## config.mk

```make
export PLATFORM = sky130hd
export DESIGN_NAME = event_logger
export DESIGN_NICKNAME = d
export VERILOG_FILES = /design/src/rtl/evlog_pkg.sv /design/src/rtl/evlog_fifo.sv /design/src/rtl/event_logger.sv
export SDC_FILE = /design/constraint.sdc
export NUM_CORES = 1
export LEC_CHECK = 0
export CAP_MARGIN = 10
export CORE_AREA = 2 2 94 96
export CTS_CLUSTER_DIAMETER = 120
export DETAILED_ROUTE_END_ITERATION = 10
export DIE_AREA = 0 0 96 98
export HOLD_SLACK_MARGIN = 0.02
export PLACE_DENSITY = 0.74
export SLEW_MARGIN = 20
export SYNTH_ARGS = -nofsm -noshare
export SYNTH_HDL_FRONTEND = slang
export SYNTH_SLANG_ARGS = --single-unit
```

## constraint.sdc

```tcl
create_clock -name clk -period 3.7 [get_ports clk]
set_input_delay 1.11 -clock clk [delete_from_list [all_inputs] [get_ports clk]]
set_output_delay 1.11 -clock clk [all_outputs]
set_load 0.01 [all_outputs]
```

## src/rtl/evlog_pkg.sv

```systemverilog
// evlog_pkg: shared definitions for the event logger.
//   EV_MODE_CHANGE / EV_MODE_RISE : per-channel detection mode encodings
//   clog2()                       : ceiling log2, used for pointer and level widths
//   rec_width()                   : bits in one stored record {ts, mask, snapshot, ovf}
package evlog_pkg;

  localparam logic EV_MODE_CHANGE = 1'b0;
  localparam logic EV_MODE_RISE   = 1'b1;

  function automatic int clog2(input int value);
    int r;
    r = 0;
    while ((1 << r) < value) r++;
    return r;
  endfunction

  // tsw is 0 when the timestamp is not stored.
  function automatic int rec_width(input int nch, input int w, input int tsw);
    return tsw + nch + (nch * w) + 1;
  endfunction

endpackage

```

## src/rtl/evlog_fifo.sv

```systemverilog
// evlog_fifo: first-word-fall-through FIFO holding event records.
//   clk, rst   : clock, synchronous active-high reset (empties the FIFO)
//   push       : write push_data this edge (ignored when full unless popping too)
//   push_data  : record to write
//   pop        : remove head entry this edge (ignored when empty)
//   pop_data   : head entry, zero while empty
//   full/empty : occupancy flags
//   level      : number of stored entries
// Pointers carry one extra MSB so full and empty are distinguishable.
module evlog_fifo
  import evlog_pkg::*;
#(
  parameter int WIDTH = 8,
  parameter int DEPTH = 8
) (
  input  logic                    clk,
  input  logic                    rst,
  input  logic                    push,
  input  logic [WIDTH-1:0]        push_data,
  input  logic                    pop,
  output logic [WIDTH-1:0]        pop_data,
  output logic                    full,
  output logic                    empty,
  output logic [clog2(DEPTH):0]   level
);

  localparam int AW = clog2(DEPTH);
  localparam logic [AW:0] PTR_ONE = 1;

  logic [WIDTH-1:0] mem [DEPTH];
  logic [AW:0]      wr_ptr;
  logic [AW:0]      rd_ptr;
  logic             do_push;
  logic             do_pop;

  assign empty = (wr_ptr == rd_ptr);
  assign full  = (wr_ptr[AW] != rd_ptr[AW]) && (wr_ptr[AW-1:0] == rd_ptr[AW-1:0]);
  assign level = wr_ptr - rd_ptr;

  assign do_pop  = pop & ~empty;
  // A pop in the same cycle frees the slot a full FIFO needs.
  assign do_push = push & (~full | do_pop);

  // Zero while empty so the record outputs read as zero out of reset.
  assign pop_data = empty ? '0 : mem[rd_ptr[AW-1:0]];

  always_ff @(posedge clk) begin
    if (rst) begin
      wr_ptr <= '0;
      rd_ptr <= '0;
    end else begin
      if (do_push) wr_ptr <= wr_ptr + PTR_ONE;
      if (do_pop)  rd_ptr <= rd_ptr + PTR_ONE;
    end
  end

  always_ff @(posedge clk) begin
    if (do_push) mem[wr_ptr[AW-1:0]] <= push_data;
  end

endmodule

```

## src/rtl/event_logger.sv

```systemverilog
// event_logger: per-channel change / rising-edge event recorder with a record FIFO.
//   clk, rst  : clock, synchronous active-high reset
//   ch_data   : NCH channels of W bits, channel i = ch_data[i*W +: W]
//   ev_mode   : per channel, 0 = any value change, 1 = rising edge of bit 0
//   ev_en     : per-channel event enable
//   rd_valid / rd_ready : record read port
//   rd_ts     : record timestamp (0 when timestamps are compiled out)
//   rd_mask   : channels that fired in the recorded cycle
//   rd_snap   : ch_data captured at the event edge
//   rd_ovf    : one or more records were dropped before this one
//   level     : FIFO occupancy
// Build option: define EVENT_LOGGER_TIMESTAMP_EN to build the timestamp counter
// and store it per record; otherwise rd_ts is tied to zero.
//
// Read handshake: a record transfers on any edge where rd_valid & rd_ready are
// both high; rd_valid never depends on rd_ready, and while rd_valid is high
// without rd_ready the rd_* outputs hold the same record.
module event_logger
  import evlog_pkg::*;
#(
  parameter int NCH   = 3,
  parameter int W     = 2,
  parameter int DEPTH = 8,
  parameter int TSW   = 16
) (
  input  logic                    clk,
  input  logic                    rst,
  input  logic [NCH*W-1:0]        ch_data,
  input  logic [NCH-1:0]          ev_mode,
  input  logic [NCH-1:0]          ev_en,
  output logic                    rd_valid,
  input  logic                    rd_ready,
  output logic [TSW-1:0]          rd_ts,
  output logic [NCH-1:0]          rd_mask,
  output logic [NCH*W-1:0]        rd_snap,
  output logic                    rd_ovf,
  output logic [clog2(DEPTH):0]   level
);

`ifdef EVENT_LOGGER_TIMESTAMP_EN
  localparam int TS_STORE = TSW;
`else
  localparam int TS_STORE = 0;
`endif
  localparam int REC_W = rec_width(NCH, W, TS_STORE);

  logic [NCH*W-1:0] prev;
  logic             armed;
  logic             ovf_pend;
  logic [NCH-1:0]   fire_mask;
  logic             any_fire;
  logic             pop_fire;
  logic             push_ok;
  logic             fifo_full;
  logic             fifo_empty;
  logic [REC_W-1:0] push_rec;
  logic [REC_W-1:0] pop_rec;

  // Per-channel event detection against the value seen on the previous edge.
  always_comb begin
    fire_mask = '0;
    for (int i = 0; i < NCH; i++) begin
      logic [W-1:0] cur;
      logic [W-1:0] prv;
      logic         hit;
      cur = ch_data[i*W +: W];
      prv = prev[i*W +: W];
      if (ev_mode[i] == EV_MODE_RISE) hit = ~prv[0] & cur[0];
      else                            hit = (cur != prv);
      fire_mask[i] = ev_en[i] & armed & hit;
    end
  end

  assign any_fire = |fire_mask;
  assign pop_fire = rd_valid & rd_ready;
  assign push_ok  = any_fire & (~fifo_full | pop_fire);

  // prev is loaded every edge, including during reset; armed keeps the first
  // post-reset comparison from firing against a stale value.
  always_ff @(posedge clk) begin
    prev <= ch_data;
    if (rst) begin
      armed    <= 1'b0;
      ovf_pend <= 1'b0;
    end else begin
      armed <= 1'b1;
      if (any_fire && !push_ok) ovf_pend <= 1'b1;
      else if (push_ok)         ovf_pend <= 1'b0;
    end
  end

`ifdef EVENT_LOGGER_TIMESTAMP_EN
  logic [TSW-1:0] ts_cnt;

  always_ff @(posedge clk) begin
    if (rst) ts_cnt <= '0;
    else     ts_cnt <= ts_cnt + {{(TSW-1){1'b0}}, 1'b1};
  end

  // Record carries the pre-increment count of the event edge.
  assign push_rec = {ts_cnt, fire_mask, ch_data, ovf_pend};
  assign rd_ts    = pop_rec[REC_W-1 -: TSW];
`else
  assign push_rec = {fire_mask, ch_data, ovf_pend};
  assign rd_ts    = {TSW{1'b0}};
`endif

  assign rd_mask  = pop_rec[1 + NCH*W +: NCH];
  assign rd_snap  = pop_rec[1 +: NCH*W];
  assign rd_ovf   = pop_rec[0];
  assign rd_valid = ~fifo_empty;

  evlog_fifo #(
    .WIDTH (REC_W),
    .DEPTH (DEPTH)
  ) u_fifo (
    .clk       (clk),
    .rst       (rst),
    .push      (push_ok),
    .push_data (push_rec),
    .pop       (pop_fire),
    .pop_data  (pop_rec),
    .full      (fifo_full),
    .empty     (fifo_empty),
    .level     (level)
  );

endmodule

```

==> results.yml, run 1 <==
run_status:
  status: "completed"
sta:
  timing.final.crit_share: 0.9629
  unrepaired_setup_endpoints_after_global_routing: "false"
  hold_violations: 0
  finalMaxSlewViolations: 0
  achievable-frequency_mhz: 280.7
  fin_skew_ns: 0.007687
  tns_ns: 0
  setup-violations-final: 0
  worst_slew_pin_slew_ns: 0.7436
  final_period_minus_worst_setup_slack_ns: 3.563
  slew-limit-headroom: 0.5036
place:
  gpl.final_weighted_congestion: 0.7287
  port_buffers: 29
  dpl_cell_area_um2: 4636
  place.detailed.hpwl_um: 4995
  dpl.cell_count: 399
synth:
  synth_edf_count: 80
  top_post_synthesis_cells_by_area: "sky130_fd_sc_hd__edfxtp_1 (58%), sky130_fd_sc_hd__mux4_2 (11%), sky130_fd_sc_hd__dfxtp_1 (9.2%), sky130_fd_sc_hd__mux2i_1 (2.9%), sky130_fd_sc_hd__buf_4 (2.9%)"
  post_synth_num_cell_types: 32
  post_synth_instance_area_um2: 4113
  synth_area_per_cell_um2: 16.58
  netlist_top_cells_count: "sky130_fd_sc_hd__edfxtp_1 (80), sky130_fd_sc_hd__mux4_2 (20), sky130_fd_sc_hd__dfxtp_1 (19)"
  synth_largest_area_cell: "sky130_fd_sc_hd__edfxtp_1"
  yosys.area.top_type_share: 0.5841
  postSynthCellCount: 248
  synth.yosys.warnings: 0
  synth_sequential_area_ratio: 0.6766
  ys_seq_elements: 99
  yosys_most_used_dff: "sky130_fd_sc_hd__edfxtp_1"
  synthMostInstantiatedCell: "sky130_fd_sc_hd__edfxtp_1"
  async_reset_ff_frac: 0
clock_tree:
  clock_sinks: 99
  clkTransAtPathRegs_ns: 0.08
  tritoncts: "built"
  insertion_delay_ns: 0.34
  postCtsHoldBufs: 0
  total_cts_buffers: 9
  clock_tree.root_cell: "sky130_fd_sc_hd__clkbuf_8"
  cts_repair_resize_count: 0
  htree_levels: 3
  cts_max_path_buffers: 2
  post-cts-setup-buffer-count: 0
worst_setup_path:
  timing.critical_path.fanout_max: 11
  timing.critical_path.max_delay_family: "buffers and inverters"
  crit_chain: "inv_1 > ha_1 > and4_1 > buf_4 > nor2_1 > clkdlybuf4s50_1"
  setup.worst_path.class: "flip-flop to output port"
  worst_ep_arrival_time_ns: 2.45
  cp.buffers_inverters: 3
  critPathCaptureType: "output port"
  timing.critical_path.slowest_cell_delay_ns: 0.56
  critical_path_required_ns: 2.59
  timing.critical_path.slowest_stage_cell: "sky130_fd_sc_hd__clkdlybuf4s50_1"
  startpoint_type: "flip-flop"
pwr:
  power_per_cell_area_nw_per_um2: 554.3
  worst_ir_drop_vdd_mv: 0.2761
  leakage_power_of_the_design_nw: 1.690
  report.power.total_mw: 2.699
floorplan:
  die_h_um: 98
  core.rowCount: 34
  pin_count: 46
  start_util: 0.4858
  core_area_um2: 8466
  fp.dieArea_um2: 9408
  die_w_um: 96
global_route:
  antenna_found_initial: 0
  grt_pass1_wl_um: 11520
  pin_count_of_the_biggest_net_entering_global_routing: 21
  grt_usage: 0.1683
  number_of_global_route_vias_before_repair: 2192
  globalRoute.totalOverflow: 0
drt:
  drc_markers: 0
  drt-pass1-iter-count: 4
  via_per_inst: 5.212
  drt-initial-drc-count: 128
  vias: 2163
  wirelength_um: 7234
  average_wire_per_standard_cell_um: 17.43
  ant_nets: 0
layout:
  postLayoutCellArea_um2: 4870
  drive_gt1_frac: 0.2150
  design.final.nets: 326
  instances_no_fill: 415
  area_delta_synth_final_pct: 18.41
  antenna_fix_cells: 0
worst_hold_path:
  kind_of_path_behind_the_tightest_hold_check: "flip-flop to flip-flop"
job:
  timing.max_cap.violations: 0
## area by class of cell
type	instances	area, µm²
clock buffer	11	131.4
clock inverter	5	102.6
multi-input combinational	123	1187
timing repair buffer	53	470.5
tap	108	135.1
fill	650	3596
sequential	99	2783
inverter	16	60.06
## stage by stage
step                      utilization  hold WS, ns  worst slack (ns)
after floorplan                     -       0.4644           0.05664
after global placement         0.5476       0.5054            0.3197
after detailed placement       0.5476       0.5058            0.2387
after CTS                      0.5752       0.5187            0.1076
after global routing           0.5752       0.5589           0.02604
final                          0.5752       0.5203            0.1373
## power breakdown
| part | total [mW] | internal (mW) | leakage [nW] | switching, mW |
|---|---|---|---|---|
| Combinational | 0.642 | 0.342 | 0.680 | 0.300 |
| Sequential | 1.27 | 1.24 | 0.895 | 0.0239 |
| Clock | 0.789 | 0.449 | 0.115 | 0.340 |
| Total | 2.70 | 2.04 | 1.69 | 0.664 |
## sequential cells by signal, summed over array words and instances, names as in the netlist, named ones only
register / count
u_fifo.mem: 80
prev: 6
u_fifo.rd_ptr: 4
u_fifo.wr_ptr: 4
armed: 1
ovf_pend: 1
## worst reg2reg max path: cells and delay by family (launching register included)
| kind | cells | cell delay [ns] |
|---|---|---|
| and+or+nand+nor | 3 | 0.52 |
| AOI/OAI and AO/OA | 1 | 0.09 |
| buffers and inverters | 3 | 0.62 |
| DFF | 1 | 0.49 |
| adders and majority gates | 1 | 0.35 |
## placed cells by master (no fill, tap or decap), types with 5 or more instances in the layout
cell type and n:
sky130_fd_sc_hd__xnor2_1 8, sky130_fd_sc_hd__mux4_2 20, sky130_fd_sc_hd__edfxtp_1 80, sky130_fd_sc_hd__clkbuf_8 9, sky130_fd_sc_hd__dfxtp_1 19, sky130_fd_sc_hd__mux2i_1 12
sky130_fd_sc_hd__conb_1 16, sky130_fd_sc_hd__nor2_1 18, sky130_fd_sc_hd__buf_4 24, sky130_fd_sc_hd__clkdlybuf4s50_1 29, sky130_fd_sc_hd__nand2_1 5, sky130_fd_sc_hd__ha_1 8
sky130_fd_sc_hd__inv_1 16
## kinds of logic (layout without fill, tap and decap cells)
group,Yosys count,after routing,share of synthesized area
XOR/XNOR,10,10,0.02130
other,1,16,0.0009118
adder cells (fa/ha/maj),9,9,0.02921
AND/OR/NAND/NOR,45,45,0.05294
AO/OA/AOI/OAI,11,11,0.02586
flip-flops,99,99,0.6766
buffers and inverters,41,85,0.05446
multiplexers,32,32,0.1387
## worst paths after layout
kind	from	end	slack, ns	depth (start not counted)
max	u_fifo.wr_ptr[0]	rd_snap[5]	0.14	6
min	u_fifo.wr_ptr[3]	u_fifo.wr_ptr[3]	0.52	2
min reg2reg	u_fifo.wr_ptr[3]	u_fifo.wr_ptr[3]	0.52	2
max reg2reg	u_fifo.wr_ptr[0]	u_fifo.mem[7][6]	1.38	8
## layer usage
layer,wire length [µm],share of wire,up-vias,track usage
li1,-,-,1004,-
met1,3237,0.45,1083,0.2360
met2,3636,0.50,67,0.2634
met3,265,0.037,9,0.02855
met4,94,0.013,0,0.06593
met5,0,0,-,0
Power figures use the tool's default switching activity.
==> run 2, diff against run 1 <==
--- a/config.mk
+++ b/config.mk
@@ -7,3 +7,2 @@
 export LEC_CHECK = 0
-export CAP_MARGIN = 10
 export CORE_AREA = 2 2 94 96
--- a/constraint.sdc
+++ b/constraint.sdc
@@ -3,2 +3,2 @@
 set_output_delay 1.11 -clock clk [all_outputs]
-set_load 0.01 [all_outputs]
+set_load 0.005 [all_outputs]
==> results of run 2 <==
Same layout as run 1 (identical final DEF). Status: completed.
Main changes from that run: setup slack after layout 0.1373 ns -> 0.1724 ns; total power 2.699 mW -> 2.666 mW; worst IR drop on VDD 0.2761 mV -> 0.2760 mV
==> run 3, diff against run 2 <==
ABC_AREA = 1   (was not set)
CORE_AREA = 2 2 95 97   (was 2 2 94 96)
DIE_AREA = 0 0 97 99   (was 0 0 96 98)
SKIP_CTS_REPAIR_TIMING = 1   (was not set)
TNS_END_PERCENT = 100   (was not set)
==> run 3 against run 2 <==
Core utilization shrank 0.060 points. First-iteration DRC count grew 70%. Fmax grew 0.38%. Sequential power is essentially flat. Combinational power grew 3%. Worst setup slack gained 0.013 ns. Critical path depth grew 3. Count of clock-buffer cells in the layout shrank 1. Via count grew 29%.
==> results.yml, run 3 <==
job:
  timing.max_cap.violations: 0
clock_tree:
  cts_max_path_buffers: 2
  total_cts_buffers: 9
  insertion_delay_ns: 0.36
  clkTransAtPathRegs_ns: 0.09
  clock_tree.root_cell: "sky130_fd_sc_hd__clkbuf_8"
  clock_sinks: 99
  htree_levels: 3
  tritoncts: "built"
global_route:
  number_of_global_route_vias_before_repair: 2725
  grt_usage: 0.1817
  pin_count_of_the_biggest_net_entering_global_routing: 41
  grt_pass1_wl_um: 13460
  antenna_found_initial: 0
  globalRoute.totalOverflow: 0
worst_setup_path:
  cp.buffers_inverters: 4
  worst-r2r-cell-count: 12
  worstReg2RegStart: "prev[2]"
  crit-reg2reg-capture: "u_fifo.mem[6][9]"
  launch_point_of_the_critical_path: "u_fifo.rd_ptr[2]"
  worst_path_most_repeated_cell: "sky130_fd_sc_hd__inv_1"
  setup.reg_to_reg.worst_slack_ns: 1.73
  timing.critical_path.slowest_stage_cell: "sky130_fd_sc_hd__clkdlybuf4s50_1"
  critical_path_required_ns: 2.59
  critPathCaptureType: "output port"
  crit_chain: "inv_1 > ha_1 > inv_1 > nor3_4 > nand2_1 > buf_4 > o21ai_0 > nor2_1 > clkdlybuf4s50_1"
  timing.critical_path.fanout_max: 10
  worst_ep_arrival_time_ns: 2.40
  timing.critical_path.max_delay_family: "buffers and inverters"
  cp_num_cells: 9
  timing.critical_path.slowest_cell_delay_ns: 0.51
  endpoint: "rd_mask[0]"
  setup.worst_path.class: "flip-flop to output port"
  startpoint_type: "flip-flop"
synth:
  post_synth_num_cell_types: 28
  yosys.area.top_type_share: 0.5650
  netlist_top_cells_count: "sky130_fd_sc_hd__edfxtp_1 (80), sky130_fd_sc_hd__nor2_1 (77), sky130_fd_sc_hd__o21ai_0 (50)"
  async_reset_ff_frac: 0
  synth_area_per_cell_um2: 11.19
  synth_edf_count: 80
  ys_seq_elements: 99
  post_synth_instance_area_um2: 4252
  synth_sequential_area_ratio: 0.6545
  top_post_synthesis_cells_by_area: "sky130_fd_sc_hd__edfxtp_1 (57%), sky130_fd_sc_hd__dfxtp_1 (8.9%), sky130_fd_sc_hd__nor2_1 (6.8%), sky130_fd_sc_hd__o21ai_0 (5.9%), sky130_fd_sc_hd__buf_4 (3.0%)"
  synth_largest_area_cell: "sky130_fd_sc_hd__edfxtp_1"
  synth.yosys.warnings: 0
  synthMostInstantiatedCell: "sky130_fd_sc_hd__edfxtp_1"
  postSynthCellCount: 380
  yosys_most_used_dff: "sky130_fd_sc_hd__edfxtp_1"
layout:
  postLayoutCellArea_um2: 4913
  instances_no_fill: 535
  multi_input_area_um2: 1227
  drive_gt1_frac: 0.1030
  largest_register_ff_count: 80
  most-common-layout-cells: "sky130_fd_sc_hd__edfxtp_1 (80), sky130_fd_sc_hd__nor2_1 (77), sky130_fd_sc_hd__o21ai_0 (50)"
  layout_commonest_cell: "sky130_fd_sc_hd__edfxtp_1"
  design.final.nets: 446
  area_delta_synth_final_pct: 15.57
  layout.filler_cells: 720
  area.sequential_um2: 2786
  antenna_fix_cells: 0
pwr:
  leakage_power_of_the_design_nw: 1.845
  worst_ir_drop_vdd_mv: 0.2957
  report.power.total_mw: 2.693
  power_per_cell_area_nw_per_um2: 548.1
sta:
  unrepaired_setup_endpoints_after_global_routing: "false"
  tns_ns: 0
  hold_violations: 0
  final_period_minus_worst_setup_slack_ns: 3.514
  setup-violations-final: 0
  finalMaxSlewViolations: 0
  worst_slew_pin_slew_ns: 0.5159
  fin_skew_ns: 0.008383
  timing.final.crit_share: 0.9498
  whs_ns: 0.5336
  achievable-frequency_mhz: 284.6
  slew-limit-headroom: 0.6556
floorplan:
  core.rowCount: 34
  fp.dieArea_um2: 9603
  pin_count: 46
  die_w_um: 97
  start_util: 0.4972
  core_area_um2: 8551
  die_h_um: 99
drt:
  drt-pass1-iter-count: 5
  drc_markers: 0
  ant_nets: 0
  vias: 2793
  average_wire_per_standard_cell_um: 15.51
  drt-initial-drc-count: 217
  wirelength_um: 8299
  via_per_inst: 5.221
place:
  gpl.final_weighted_congestion: 0.8395
  port_buffers: 29
  dpl.cell_count: 519
  place.detailed.hpwl_um: 5696
  dpl_cell_area_um2: 4676
worst_hold_path:
  holdPathStages: 1
  kind_of_path_behind_the_tightest_hold_check: "flip-flop to flip-flop"
run_status:
  status: "completed"
## run 3: stage by stage
| step | setup slack (ns) | util |
|---|---|---|
| floorplan | 0.8732 | - |
| global placement | 0.3771 | 0.5468 |
| detailed placement | 0.3017 | 0.5468 |
| CTS | 0.1099 | 0.5742 |
| global route | 0.008003 | 0.5746 |
| finish | 0.1858 | 0.5746 |
## run 3: logic make-up after synthesis
kind of cell | count (synthesis) | synth area share
flip-flops | 99 | 0.6545
buffers and inverters | 61 | 0.07004
AO/OA/AOI/OAI | 76 | 0.09447
adder cells (fa/ha/maj) | 9 | 0.02825
XOR/XNOR | 6 | 0.01413
AND/OR/NAND/NOR | 118 | 0.1142
other | 1 | 0.0008820
multiplexers | 10 | 0.02354
## run 3: worst min-delay path by stage
| stage | start | slack [ns] | end |
|---|---|---|---|
| 2_1_floorplan | u_fifo.rd_ptr[0] | 0.47 | flip-flop |
| 3_3_place_gp | u_fifo.rd_ptr[0] | 0.50 | u_fifo.rd_ptr[0] |
| 3_5_place_dp | u_fifo.rd_ptr[0] | 0.52 | flip-flop |
| 4_1_cts | u_fifo.wr_ptr[3] | 0.54 | u_fifo.wr_ptr[3] |
| 5_1_grt | u_fifo.wr_ptr[3] | 0.57 | u_fifo.wr_ptr[3] |
| 6_report | u_fifo.rd_ptr[0] | 0.53 | u_fifo.rd_ptr[0] |
## run 3: layout make-up
cell class	count	share of cell area
Clock inverter	6	0.01961
Timing Repair Buffer	45	0.08352
Tap cell	108	0.02750
Inverter	32	0.02445
Clock buffer	10	0.02801
Sequential cell	99	0.5671
Multi-Input combinational cell	235	0.2498
## run 3: metal layers
layer / share of wire / GRT usage / vias to the layer above
met1: 0.43 / 0.2355 / 1322
met4: 0.033 / 0.1094 / 0
met5: 0 / 0 / -
li1: - / - / 1350
met2: 0.48 / 0.2917 / 105
met3: 0.056 / 0.02766 / 16
## run 3: where the power goes
| group | switching (mW) | total, mW | internal (mW) |
|---|---|---|---|
| clock | 0.378 | 0.785 | 0.407 |
| combinational | 0.336 | 0.627 | 0.291 |
| sequential | 0.0330 | 1.28 | 1.25 |
